### config.mk
export PLATFORM = sky130hd
export DESIGN_NAME = serial_addsub_ctrl
export DESIGN_NICKNAME = d
export VERILOG_FILES = /design/src/rtl/serial_addsub_pkg.sv /design/src/rtl/full_adder_bit.sv /design/src/rtl/serial_addsub_ctrl.sv
export SDC_FILE = /design/constraint.sdc
export NUM_CORES = 1
export LEC_CHECK = 0
export ABC_AREA = 1
export ABC_CLOCK_PERIOD_IN_PS = 2700
export CORE_MARGIN = 2
export CORE_UTILIZATION = 53
export CTS_BUF_LIST = sky130_fd_sc_hd__clkbuf_4
export DETAILED_ROUTE_END_ITERATION = 10
export PLACE_DENSITY = 0.8
export SYNTH_ARGS = -nofsm -noshare
export SYNTH_HDL_FRONTEND = slang
export SYNTH_SLANG_ARGS = --single-unit
### constraint.sdc
create_clock -name clk -period 2.7 [get_ports clk]
set_input_delay 0.675 -clock clk [delete_from_list [all_inputs] [get_ports clk]]
set_output_delay 0.675 -clock clk [all_outputs]
set_load 0.02 [all_outputs]
### src/rtl/serial_addsub_pkg.sv
// Shared definitions for the bit-serial adder/subtractor controller.
package serial_addsub_pkg;

  localparam int DEFAULT_WIDTH = 8;

  typedef enum logic [1:0] {
    S_IDLE = 2'd0,
    S_RUN  = 2'd1,
    S_DONE = 2'd2
  } state_t;

endpackage

### src/rtl/full_adder_bit.sv
// One-bit full-adder cell, time-shared across every bit of a serial operation.
module full_adder_bit (
  input  logic a,
  input  logic b,
  input  logic cin,
  output logic sum,
  output logic cout
);

  assign sum  = a ^ b ^ cin;
  assign cout = (a & b) | (a & cin) | (b & cin);

endmodule

### src/rtl/serial_addsub_ctrl.sv
// Bit-serial add/subtract controller: one bit per clock, LSB first.
// Optional signed-overflow output enabled by defining SERIAL_OVF_EN.
module serial_addsub_ctrl
  import serial_addsub_pkg::*;
#(
  parameter int WIDTH = DEFAULT_WIDTH
) (
  input  logic             clk,
  input  logic             rst,
  input  logic             start,
  input  logic             sub,
  input  logic [WIDTH-1:0] a,
  input  logic [WIDTH-1:0] b,
  output logic [WIDTH-1:0] sum,
  output logic             cout,
`ifdef SERIAL_OVF_EN
  output logic             ovf,
`endif
  output logic             busy,
  output logic             done
);

  localparam int CW = $clog2(WIDTH);
  localparam logic [CW-1:0] CNT_LAST = CW'(WIDTH - 1);
`ifdef SERIAL_OVF_EN
  localparam logic [CW-1:0] CNT_PREV = CW'(WIDTH - 2);
`endif

  state_t state, state_nxt;

  logic [WIDTH-1:0] a_sr;
  logic [WIDTH-1:0] b_sr;
  logic [WIDTH-2:0] res;
  logic [CW-1:0]    cnt;
  logic             carry;
  logic             load;
  logic             fa_sum;
  logic             fa_cout;
  logic [WIDTH-1:0] res_nxt;
`ifdef SERIAL_OVF_EN
  logic             c_msb;
`endif

  full_adder_bit u_fa (
    .a    (a_sr[0]),
    .b    (b_sr[0]),
    .cin  (carry),
    .sum  (fa_sum),
    .cout (fa_cout)
  );

  // NOTE: sequential state uses non-blocking assignments so every register
  // samples pre-edge values and simulation matches the synthesized flops.
  always_ff @(posedge clk or posedge rst) begin
    if (rst) state <= S_IDLE;
    else     state <= state_nxt;
  end

  // NOTE: every combinational output gets a default first so no path leaves
  // it unassigned, which would otherwise infer a latch.
  always_comb begin
    state_nxt = state;
    unique case (state)
      S_IDLE: if (start) state_nxt = S_RUN;
      S_RUN:  if (cnt == CNT_LAST) state_nxt = S_DONE;
      S_DONE: state_nxt = start ? S_RUN : S_IDLE;
      default: state_nxt = S_IDLE;
    endcase
  end

  always_comb begin
    busy = 1'b0;
    done = 1'b0;
    load = 1'b0;
    unique case (state)
      S_IDLE: load = start;
      S_RUN:  busy = 1'b1;
      S_DONE: begin
        done = 1'b1;
        load = start;
      end
      default: ;
    endcase
  end

  // The low WIDTH-1 result bits live in res; the cell's current sum bit
  // completes the word on the final step.
  assign res_nxt = {fa_sum, res};

  always_ff @(posedge clk or posedge rst) begin
    if (rst) begin
      a_sr  <= '0;
      b_sr  <= '0;
      res   <= '0;
      cnt   <= '0;
      carry <= 1'b0;
      sum   <= '0;
      cout  <= 1'b0;
`ifdef SERIAL_OVF_EN
      c_msb <= 1'b0;
      ovf   <= 1'b0;
`endif
    end else if (load) begin
      a_sr  <= a;
      b_sr  <= sub ? ~b : b;
      carry <= sub;
      cnt   <= '0;
      res   <= '0;
    end else if (state == S_RUN) begin
      a_sr  <= {1'b0, a_sr[WIDTH-1:1]};
      b_sr  <= {1'b0, b_sr[WIDTH-1:1]};
      res   <= res_nxt[WIDTH-1:1];
      carry <= fa_cout;
      cnt   <= cnt + CW'(1);
`ifdef SERIAL_OVF_EN
      if (cnt == CNT_PREV) c_msb <= fa_cout;
`endif
      if (cnt == CNT_LAST) begin
        sum  <= res_nxt;
        cout <= fa_cout;
`ifdef SERIAL_OVF_EN
        ovf  <= c_msb ^ fa_cout;
`endif
      end
    end
  end

endmodule

==> impl_metrics.env <==
export IMPL_route_vias_total=1358
export IMPL_seq_power_share_pct=40.2
export IMPL_criticalPathCategory="reg -> out"
export IMPL_ir_worst_vdd_mv=0.452
export IMPL_fp_dieH_um=61.5
export IMPL_leakage_nw=1.13
export IMPL_num_fill_cells=254
export IMPL_crit_path_start_kind="flip-flop"
export IMPL_power_density_nw_per_um2=1100
export IMPL_critPathRequiredTime_ps=2030
export IMPL_timing_final_max_slew_violations=0
export IMPL_seqCellArea_um2=951
export IMPL_start_util_pct=56.5
export IMPL_period_minus_slack_ps=2240
export IMPL_root_buffer="clkbuf_4"
export IMPL_drive_above_1_share_pct=7.63
export IMPL_multi_input_area_um2=642
export IMPL_wl_per_cell_um=10.3
export IMPL_post_cts_resized=0
export IMPL_path_clk_slew_ps=110
export IMPL_skew_ps=5.98
export IMPL_hold_viol=0
export IMPL_power_mw=2.38
export IMPL_postCtsHoldBufs=0
export IMPL_p_switching_mw=0.923
export IMPL_drtPass1Iterations=4
export IMPL_min_delay_path_class="reg -> reg"
export IMPL_reg2reg_from="state[1]"
export IMPL_grt_ovfl_total=0
export IMPL_end_kind="output pin"
export IMPL_cts_setup_buffers=0
export IMPL_hold_start="cnt[0]"
export IMPL_die_area_um2=3780
export IMPL_cts_made_buffers=5
export IMPL_slew_headroom_pct=68.8
export IMPL_diodes=0
export IMPL_antenna_found_initial=0
export IMPL_yosys_area_top_type_share_pct=54.3
export IMPL_grt_pass1_vias=1174
export IMPL_clkPwrFrac_pct=16.5
export IMPL_grt_max_degree=39
export IMPL_routed_wl_um=3010
export IMPL_path_max_fanout=4
export IMPL_synthCells=215
export IMPL_cts_tree="done"
export IMPL_viasPerCell=4.63
export IMPL_io_pins=31
export IMPL_finalSetupViolCount=0
export IMPL_cts_sinks=38
export IMPL_finalCritPeriodShare_pct=82.9
export IMPL_grt_pass1_wl_um=5100
export IMPL_synth_top_cell_by_area="dfrtp_1"
export IMPL_p_comb_share_pct=43.3
export IMPL_internal_power_mw=1.46
export IMPL_syn_area_per_cell_um2=8.15
export IMPL_synth_cell_type_count=20
export IMPL_ys_top_cells_by_area="dfrtp_1 (54%), nand2_1 (20%), inv_1 (6.0%)"
export IMPL_syn_to_final_growth_pct=23.6
export IMPL_cap_violations=0
export IMPL_grt_total_usage_pct=19.4
export IMPL_h_tree_depth=2
export IMPL_drt_iter0_drc=60
export IMPL_startpoint="state[0]"
export IMPL_clockBufferDepth=2
export IMPL_fp_row_count=20
export IMPL_syn_cell_area_um2=1750
export IMPL_rsz0062_at_grt="false"
export IMPL_insertion_delay_ps=350
export IMPL_antenna_left=0
export IMPL_port_buffers=30
export IMPL_fmax_mhz=447
export IMPL_fp_dieW_um=61.5
export IMPL_path_cells="inv_2 > nor2_4 > clkdlybuf4s50_1"
export IMPL_dp_hpwl_um=2110
export IMPL_finalSetupTns_ps=0
export IMPL_max_slew_worst_pin_slew_ps=468
export IMPL_drc=0
export IMPL_synth_yosys_warnings=0
export IMPL_critPathMaxStageDelay_ps=610
export IMPL_swShare_pct=38.7
export IMPL_nNetsFinal=271
export IMPL_ys_ff_latch=38
export IMPL_cp_slowest_cell="clkdlybuf4s50_1"
export IMPL_coreArea_um2=3100
export IMPL_yosysSeqAreaShare_pct=54.3
export IMPL_arrival_ps=1560
export IMPL_status="finished, final reports clean"
export IMPL_whs_ps=488
export IMPL_place_congestion=0.777
export IMPL_syn_nets=238
## Yosys cell counts, drive strengths merged
master	count
nand2	95
ha	2
nor2	4
xnor2	1
nand3	14
a21oi	1
buf	7
dfrtp	38
fa	1
o22ai	7
or2	2
inv	30
o21ai	13
## cells in the final DEF (no fill, tap or decap), drive strengths merged
master and count:
nand2 95, o21ai 13, clkdlybuf4s50 30, ha 2, or2 2, bufinv 1, clkbuf 7, inv 30
fa 1, nor2 4, buf 3, dfrtp 38, a21oi 1, nand3 14, o22ai 7, xnor2 1
## metal layers
metal	global-route usage [%]	routed length [um]	vias to the layer above
met5	0	0	-
met4	11.9	86	0
met3	5.04	100	8
met2	26.9	1310	24
met1	27.3	1500	598
li1	-	-	728
## registers in the layout, summed over array words and instances (netlist names)
signal	cells
cnt	3
a_sr	8
carry	1
cout	1
res	7
b_sr	8
sum	8
state	2
## cell families (layout without fill, tap and decap cells)
kind of cell,count (synthesis),after routing,share of synthesized area (%)
simple gates,115,115,27.1
flops,38,38,54.3
buf+inv,37,71,9.07
compound gates,21,21,6.50
fa+ha+maj,3,3,2.57
xor+xnor,1,1,0.500
## power groups by stage
stage / logic, mW / clock network, mW / registers [mW]
floorplan: 0.675 / 0 / 1.02
global placement: 1.02 / 0 / 0.964
detailed placement: 1.04 / 0 / 0.969
CTS: 1.04 / 0.399 / 0.958
global route: 1.20 / 0.426 / 0.989
finish: 1.03 / 0.394 / 0.957
## critical path, delay by kind of cell (launching register included)
family                 cells  cell delay, ps
flip-flops                 1             420
AND/OR/NAND/NOR            1             110
buffers and inverters      2             680
## layout make-up
type	count	area share (%)
clock buffers	7	2.43
clock inverters	1	1.39
inverters	30	5.20
multi-input cells	140	29.6
flip-flops and latches	38	43.9
well taps	44	2.54
repair buffers	33	14.9
## through the flow
stage          instance area [um2]  util, %  std cells  worst slack, ps
6_report                      2170     69.8        293              462
5_1_grt                       2170     69.8        293              388
3_3_place_gp                  2080     67.1        285              741
4_1_cts                       2170     69.8        293              442
3_5_place_dp                  2080     67.1        285              719
2_1_floorplan                 1750        -        215             1160
## path summary, 6_finish.rpt
path | to | slack [ps] | cells past startpoint
setup / recovery | busy | 460 | 3
hold / removal | cnt[0] | 490 | 1
setup reg to reg | b_sr[4] | 1230 | 6
hold reg to reg | cnt[0] | 490 | 1
max in group asynchronous | res[6] | 1650 | 3
min in group asynchronous | res[5] | 720 | 3
Note: power is estimated with default switching activity, not from simulation.
